## config.mk

```make
export PLATFORM = sky130hd
export DESIGN_NAME = udma_hyper_txn_sched
export DESIGN_NICKNAME = d
export VERILOG_FILES = /design/src/rtl/udma_hyper_pkg.sv /design/src/rtl/udma_hyper_rr_arb2.sv /design/src/rtl/udma_hyper_txn_sched.sv
export SDC_FILE = /design/constraint.sdc
export NUM_CORES = 1
export LEC_CHECK = 0
export CAP_MARGIN = 20
export CORE_ASPECT_RATIO = 2
export CORE_UTILIZATION = 40
export DETAILED_ROUTE_END_ITERATION = 7
export PLACE_DENSITY = 0.89
export SETUP_SLACK_MARGIN = 0.3
export SLEW_MARGIN = 10
export SYNTH_ARGS = -nofsm -noshare
export SYNTH_HDL_FRONTEND = slang
export SYNTH_SLANG_ARGS = --single-unit
```

## constraint.sdc

```tcl
create_clock -name sys_clk_i -period 2.8 [get_ports sys_clk_i]
set_clock_uncertainty 0.05 [all_clocks]
set_input_delay 0.56 -clock sys_clk_i [delete_from_list [all_inputs] [get_ports sys_clk_i]]
set_output_delay 0.56 -clock sys_clk_i [all_outputs]
set_load 0.01 [all_outputs]
```

## src/rtl/udma_hyper_pkg.sv

```systemverilog
// Shared types and defaults for the HyperBus uDMA transaction scheduler.
package udma_hyper_pkg;

   localparam int unsigned ADDR_W_DEF = 32;
   localparam int unsigned LEN_W_DEF  = 16;
   localparam int unsigned TO_W_DEF   = 16;

   typedef enum logic [1:0] {
      ST_IDLE  = 2'd0,
      ST_ISSUE = 2'd1,
      ST_WAIT  = 2'd2,
      ST_END   = 2'd3
   } state_e;

   function automatic logic [1:0] onehot2(input logic idx);
      return idx ? 2'b10 : 2'b01;
   endfunction

endpackage

```

## src/rtl/udma_hyper_rr_arb2.sv

```systemverilog
// Two-input round-robin arbiter; the last-grant register favours the
// requester that lost the previous grant.
module udma_hyper_rr_arb2
   import udma_hyper_pkg::*;
(
   input  logic       clk_i,
   input  logic       rst_ni,
   input  logic [1:0] req_i,
   input  logic       en_i,
   output logic [1:0] gnt_o,
   output logic       gnt_id_o
);

   logic last_q;
   logic last_d;
   logic fire;

   always_comb begin
      gnt_id_o = req_i[1];
      if (req_i == 2'b11) begin
         gnt_id_o = ~last_q;
      end
      fire   = en_i & (|req_i);
      gnt_o  = fire ? onehot2(gnt_id_o) : 2'b00;
      last_d = fire ? gnt_id_o : last_q;
   end

   always_ff @(posedge clk_i or negedge rst_ni) begin
      if (!rst_ni) begin
         last_q <= 1'b1;
      end else begin
         last_q <= last_d;
      end
   end

endmodule

```

## src/rtl/udma_hyper_txn_sched.sv

```systemverilog
// Arbitrates two uDMA requesters and runs one HyperBus transaction at a
// time through issue, busy wait (with optional timeout) and end-of-transfer.
module udma_hyper_txn_sched
   import udma_hyper_pkg::*;
#(
   parameter int unsigned ADDR_W = ADDR_W_DEF,
   parameter int unsigned LEN_W  = LEN_W_DEF,
   parameter int unsigned TO_W   = TO_W_DEF
) (
   input  logic                sys_clk_i,
   input  logic                rst_ni,
   input  logic [1:0]          req_valid_i,
   output logic [1:0]          req_ready_o,
   input  logic [2*ADDR_W-1:0] req_addr_i,
   input  logic [2*LEN_W-1:0]  req_len_i,
   input  logic [1:0]          req_rw_i,
   output logic                cmd_valid_o,
   input  logic                cmd_ready_i,
   output logic [ADDR_W-1:0]   cmd_addr_o,
   output logic [LEN_W-1:0]    cmd_len_o,
   output logic                cmd_rw_o,
   output logic                cmd_id_o,
   input  logic                done_i,
   input  logic [TO_W-1:0]     cfg_timeout_i,
   output logic                busy_o,
   output logic [1:0]          evt_eot_o,
   output logic                evt_timeout_o
);

   state_e            state_q, state_d;
   logic [TO_W-1:0]   cnt_q, cnt_d;
   logic [ADDR_W-1:0] addr_q, addr_d;
   logic [LEN_W-1:0]  len_q, len_d;
   logic              rw_q, rw_d;
   logic              id_q, id_d;
   logic              busy_q, busy_d;

   logic              arb_en;
   logic [1:0]        gnt;
   logic              gnt_id;
   logic [ADDR_W-1:0] sel_addr;
   logic [LEN_W-1:0]  sel_len;
   logic              sel_rw;
   logic              evt_to;

   // Grant only while idle; gating with rst_ni keeps ready low in reset.
   assign arb_en = (state_q == ST_IDLE) & rst_ni;

   udma_hyper_rr_arb2 u_arb (
      .clk_i    (sys_clk_i),
      .rst_ni   (rst_ni),
      .req_i    (req_valid_i),
      .en_i     (arb_en),
      .gnt_o    (gnt),
      .gnt_id_o (gnt_id)
   );

   always_comb begin
      sel_addr = req_addr_i[ADDR_W-1:0];
      sel_len  = req_len_i[LEN_W-1:0];
      sel_rw   = req_rw_i[0];
      if (gnt_id) begin
         sel_addr = req_addr_i[2*ADDR_W-1:ADDR_W];
         sel_len  = req_len_i[2*LEN_W-1:LEN_W];
         sel_rw   = req_rw_i[1];
      end
   end

   always_comb begin
      state_d = state_q;
      cnt_d   = cnt_q;
      addr_d  = addr_q;
      len_d   = len_q;
      rw_d    = rw_q;
      id_d    = id_q;
      evt_to  = 1'b0;
      unique case (state_q)
         ST_IDLE: begin
            if (|gnt) begin
               addr_d  = sel_addr;
               len_d   = sel_len;
               rw_d    = sel_rw;
               id_d    = gnt_id;
               state_d = (sel_len != '0) ? ST_ISSUE : ST_END;
            end
         end
         ST_ISSUE: begin
            if (cmd_ready_i) begin
               cnt_d   = '0;
               state_d = ST_WAIT;
            end
         end
         ST_WAIT: begin
            cnt_d = cnt_q + TO_W'(1);
            // done_i has priority over an expiring timeout
            if (done_i) begin
               state_d = ST_END;
            end else if ((cfg_timeout_i != '0) &&
                         (cnt_q == cfg_timeout_i - TO_W'(1))) begin
               evt_to  = 1'b1;
               state_d = ST_END;
            end
         end
         ST_END: begin
            state_d = ST_IDLE;
         end
         default: begin
            state_d = ST_IDLE;
         end
      endcase
      busy_d = (state_d != ST_IDLE);
   end

   always_ff @(posedge sys_clk_i or negedge rst_ni) begin
      if (!rst_ni) begin
         state_q <= ST_IDLE;
         cnt_q   <= '0;
         addr_q  <= '0;
         len_q   <= '0;
         rw_q    <= 1'b0;
         id_q    <= 1'b0;
         busy_q  <= 1'b0;
      end else begin
         state_q <= state_d;
         cnt_q   <= cnt_d;
         addr_q  <= addr_d;
         len_q   <= len_d;
         rw_q    <= rw_d;
         id_q    <= id_d;
         busy_q  <= busy_d;
      end
   end

   assign req_ready_o   = gnt;
   assign cmd_valid_o   = (state_q == ST_ISSUE);
   assign cmd_addr_o    = addr_q;
   assign cmd_len_o     = len_q;
   assign cmd_rw_o      = rw_q;
   assign cmd_id_o      = id_q;
   assign busy_o        = busy_q;
   assign evt_eot_o     = (state_q == ST_END) ? onehot2(id_q) : 2'b00;
   assign evt_timeout_o = evt_to;

endmodule

```

==> results.tsv <==
stage	metric	value	unit
floorplan	initial core utilization	41.4	%
layout	fraction of layout cells with a size suffix above 1	14.7	%
run_status	failing checks	setup timing	
pwr	Sequential Power Share	34.7	%
logic_synthesis	sequential share of the synthesized area	45.1	%
route	average wire per standard cell	17.5	um
placed_design	GPL Wtd Cong	0.931	
route	DRT Pass-1 Iters	4	
pwr	total power	4.79	mW
layout	final instance area	6400	um2
layout	area grow syn2layout	64.7	%
floorplan	Die Ht	141	um
critical_path	Crit Path Max Fanout	4	
route	WL final	12700	um
logic_synthesis	count leader, synth	dfrtp_1	
critical_path	Worst setup SP type	input pin	
logic_synthesis	Post-Syn Instances	413	
logic_synthesis	Post-synth EDFFs	0	
pwr	total net switching power	1.61	mW
timing	total negative setup slack	-0.174	ns
layout	Layout Cells excl Fill	725	
logic_synthesis	Syn. warnings	0	
timing	final setup violation count	1	
critical_path	WP data required	2.19	ns
floorplan	core footprint	9380	um2
global_route	GRT Util Overall	25.3	%
run_status	status	finished with violations	
floorplan	Ports	177	
floorplan	row count	50	
timing	Fin Hold WS	0.425	ns
timing	Tmin final	2.97	ns
logic_synthesis	Most used DFF post-synth	dfrtp_1	
critical_path	r2r startpoint	cnt_q[15]	
clock_network	clock-pin slew of the registers on the worst-case setup and hold paths	0.05	ns
clock_network	CTS tree	yes	
pwr	leakage	2.83	nW
critical_path	crit path DAT	2.36	ns
floorplan	die area	10100	um2
route	# DRC	0	
route	Initial DRC Count	257	
hold_path	Hold WC Path Type	in2async	
critical_path	CP Capture Type	output pin	
pwr	internal power	3.18	mW
logic_synthesis	syn nets	535	
layout	antenna cells	0	
clock_network	clk buf depth	2	
global_route	vias in the first global route	4200	
logic_synthesis	mapped cell area	3880	um2
critical_path	path depth of the worst reg2reg path	9	
logic_synthesis	top post-synthesis cells by count	69 x dfrtp_1, 67 x nand2_1, 65 x o21ai_0	
timing	Tcrit/Tclk final	106	%
pwr	combinational share of power	43.5	%
logic_synthesis	async set or reset register ratio after synthesis	100	%
pwr	Clock Power Share	21.8	%
logic_synthesis	cell taking the most area after synthesis	dfrtp_1	
critical_path	Slowest Stage Delay on Critical Path	0.38	ns
clock_network	CTS root buffer	clkbuf_16	
global_route	initial antenna violation count	0	
placed_design	placed cells	705	
timing	Worst Tran Pin Value	0.884	ns
critical_path	reg2reg setup slack	0.57	ns
clock_network	worst skew pair latency	0.32	ns
logic_synthesis	Synth top area share	44.5	%
route	via count	4030	
timing	Max Slew Vio Count	0	
placed_design	Port-buffer cells	176	
global_route	grt total ovfl	0	
timing	unrepaired setup endpoints after global routing	yes	
clock_network	CTS buffer count	9	
placed_design	DP Worst Slack	-0.910	ns
timing	Slew HR	41.1	%
flow_run	max_cap viols	0	
logic_synthesis	cells taking the most area after synthesis	dfrtp_1 44%, mux2i_1 13%, o21ai_0 8.4%	
placed_design	Post-Place Cell Area	5950	um2
critical_path	critical path class	in2out	
pwr	PD cells	749	nW/um2
placed_design	Post-DP HPWL	9610	um
timing	min setup slack post-route	-0.174	ns
layout	Util after Layout	68.2	%
pwr	Switching Share	33.7	%
clock_network	Clock H-tree levels	3	
floorplan	die width	71.7	um
route	drt via density	5.56	
logic_synthesis	#FFs+latches synth	70	
clock_network	Sink Count	70	
pwr	Peak VDD IR	0.510	mV
logic_synthesis	Synth Area per Inst	9.40	um2
layout	Final nets	740	
critical_path	slowest CP cell	o32a_1	
route	DRT antenna net count	0	
global_route	largest net degree at the start of global routing	73	
timing	Max Fclk	0.336	GHz
global_route	global-route wire length before repair	19700	um
critical_path	worst r2r dst	state_q[0]	
timing	final hold violation count	0	
critical_path	worst-path cell chain	buf_6 > inv_1 > ha_4 > nor3b_4 > buf_4 > xor2_1 > nor4_2 > o32a_1 > nand4_1 > nor2_2 > buf_2	
logic_synthesis	unique cell type count in the Yosys netlist	53	
[cell families (layout without fill, tap and decap cells)]
family / Yosys count / after routing / synth area share [%]
AND/OR/NAND/NOR: 143 / 143 / 18.4
XOR/XNOR: 20 / 20 / 4.51
adder cells (fa/ha/maj): 2 / 2 / 0.644
multiplexers: 51 / 51 / 13.2
flip-flops: 70 / 70 / 45.1
buffers and inverters: 28 / 236 / 2.87
AO/OA/AOI/OAI: 99 / 99 / 15.2
[how the worst max path moves through the flow]
stage / start / to / slack (ns) / cells past startpoint
after floorplan: cfg_timeout_i[1] / evt_timeout_o / 0.20 / 6
after global placement: cfg_timeout_i[1] / evt_timeout_o / -0.85 / 8
after detailed placement: cfg_timeout_i[1] / evt_timeout_o / -0.91 / 8
after CTS: cfg_timeout_i[3] / evt_timeout_o / -0.10 / 8
after global routing: cfg_timeout_i[0] / evt_timeout_o / -0.26 / 11
final: cfg_timeout_i[0] / evt_timeout_o / -0.17 / 11
[critical path: cells and delay by family]
family                   cells  cell delay, ns
AND/OR/NAND/NOR              4            0.55
XOR/XNOR                     1            0.26
buffers and inverters        4            0.49
adder cells (fa/ha/maj)      1            0.14
AO/OA/AOI/OAI                1            0.38
[flip-flops by register name (all words and copies together), names as in the netlist]
signal,cells
cmd_addr_o,32
cmd_len_o,16
cnt_q,16
state_q,2
busy_o,1
cmd_id_o,1
cmd_rw_o,1
u_arb.last_q,1
[what timing repair did]
action	CTS	global route
pin swaps	12	7
buffers inserted	4	2
setup endpoints to repair	4	1
gates resized for setup	56	17
hold buffers	0	0
[cell type report]
cell class              count  area (um2)
inverters                   6        22.5
flip-flops and latches     70        1750
multi-input cells         315        2190
repair buffers            216        2030
clock inverters             1        5.00
well taps                 104         130
clock buffers              13         270
fillers                   709        2990
[per-layer routing]
metal	routed length [um]	vias to the layer above	global-route usage, %
met4	432	0	11.1
met2	7180	181	49.5
met1	4290	1900	24.8
met5	0	-	0
met3	774	38	4.62
li1	-	1911	-
[layout by cell type (no fill, tap or decap), types with 3 or more instances in the layout]
master           synthesis  final
dfrtp_1                 69     69
nand3_1                 16     15
o211ai_1                 5      5
a21oi_1                  5      5
o31ai_1                  6      6
clkbuf_8                 0      3
mux2i_1                 50     50
nor3_1                   5      3
inv_1                    6      5
nor4_4                   1      3
buf_4                    1     40
a21o_1                   3      3
clkbuf_16                0      9
xor2_1                  12     10
buf_6                    0      3
nand4_1                  4      4
nor2_1                  17     14
dlygate4sd2_1            0      8
nor4_1                  11      9
clkdlybuf4s50_1          0    157
o21ai_0                 65     64
buf_2                    2      5
nand2_1                 67     65
xnor2_1                  8      8
[power by group through the flow]
| stage | combinational (mW) | sequential [mW] | clock [mW] |
|---|---|---|---|
| 2_1_floorplan | 0.731 | 1.80 | 0 |
| 3_3_place_gp | 2.02 | 1.65 | 0 |
| 3_5_place_dp | 2.09 | 1.68 | 0 |
| 4_1_cts | 2.10 | 1.66 | 1.07 |
| 5_1_grt | 2.27 | 1.72 | 1.10 |
| 6_report | 2.09 | 1.66 | 1.05 |
Note: power is estimated with default switching activity, not from simulation.
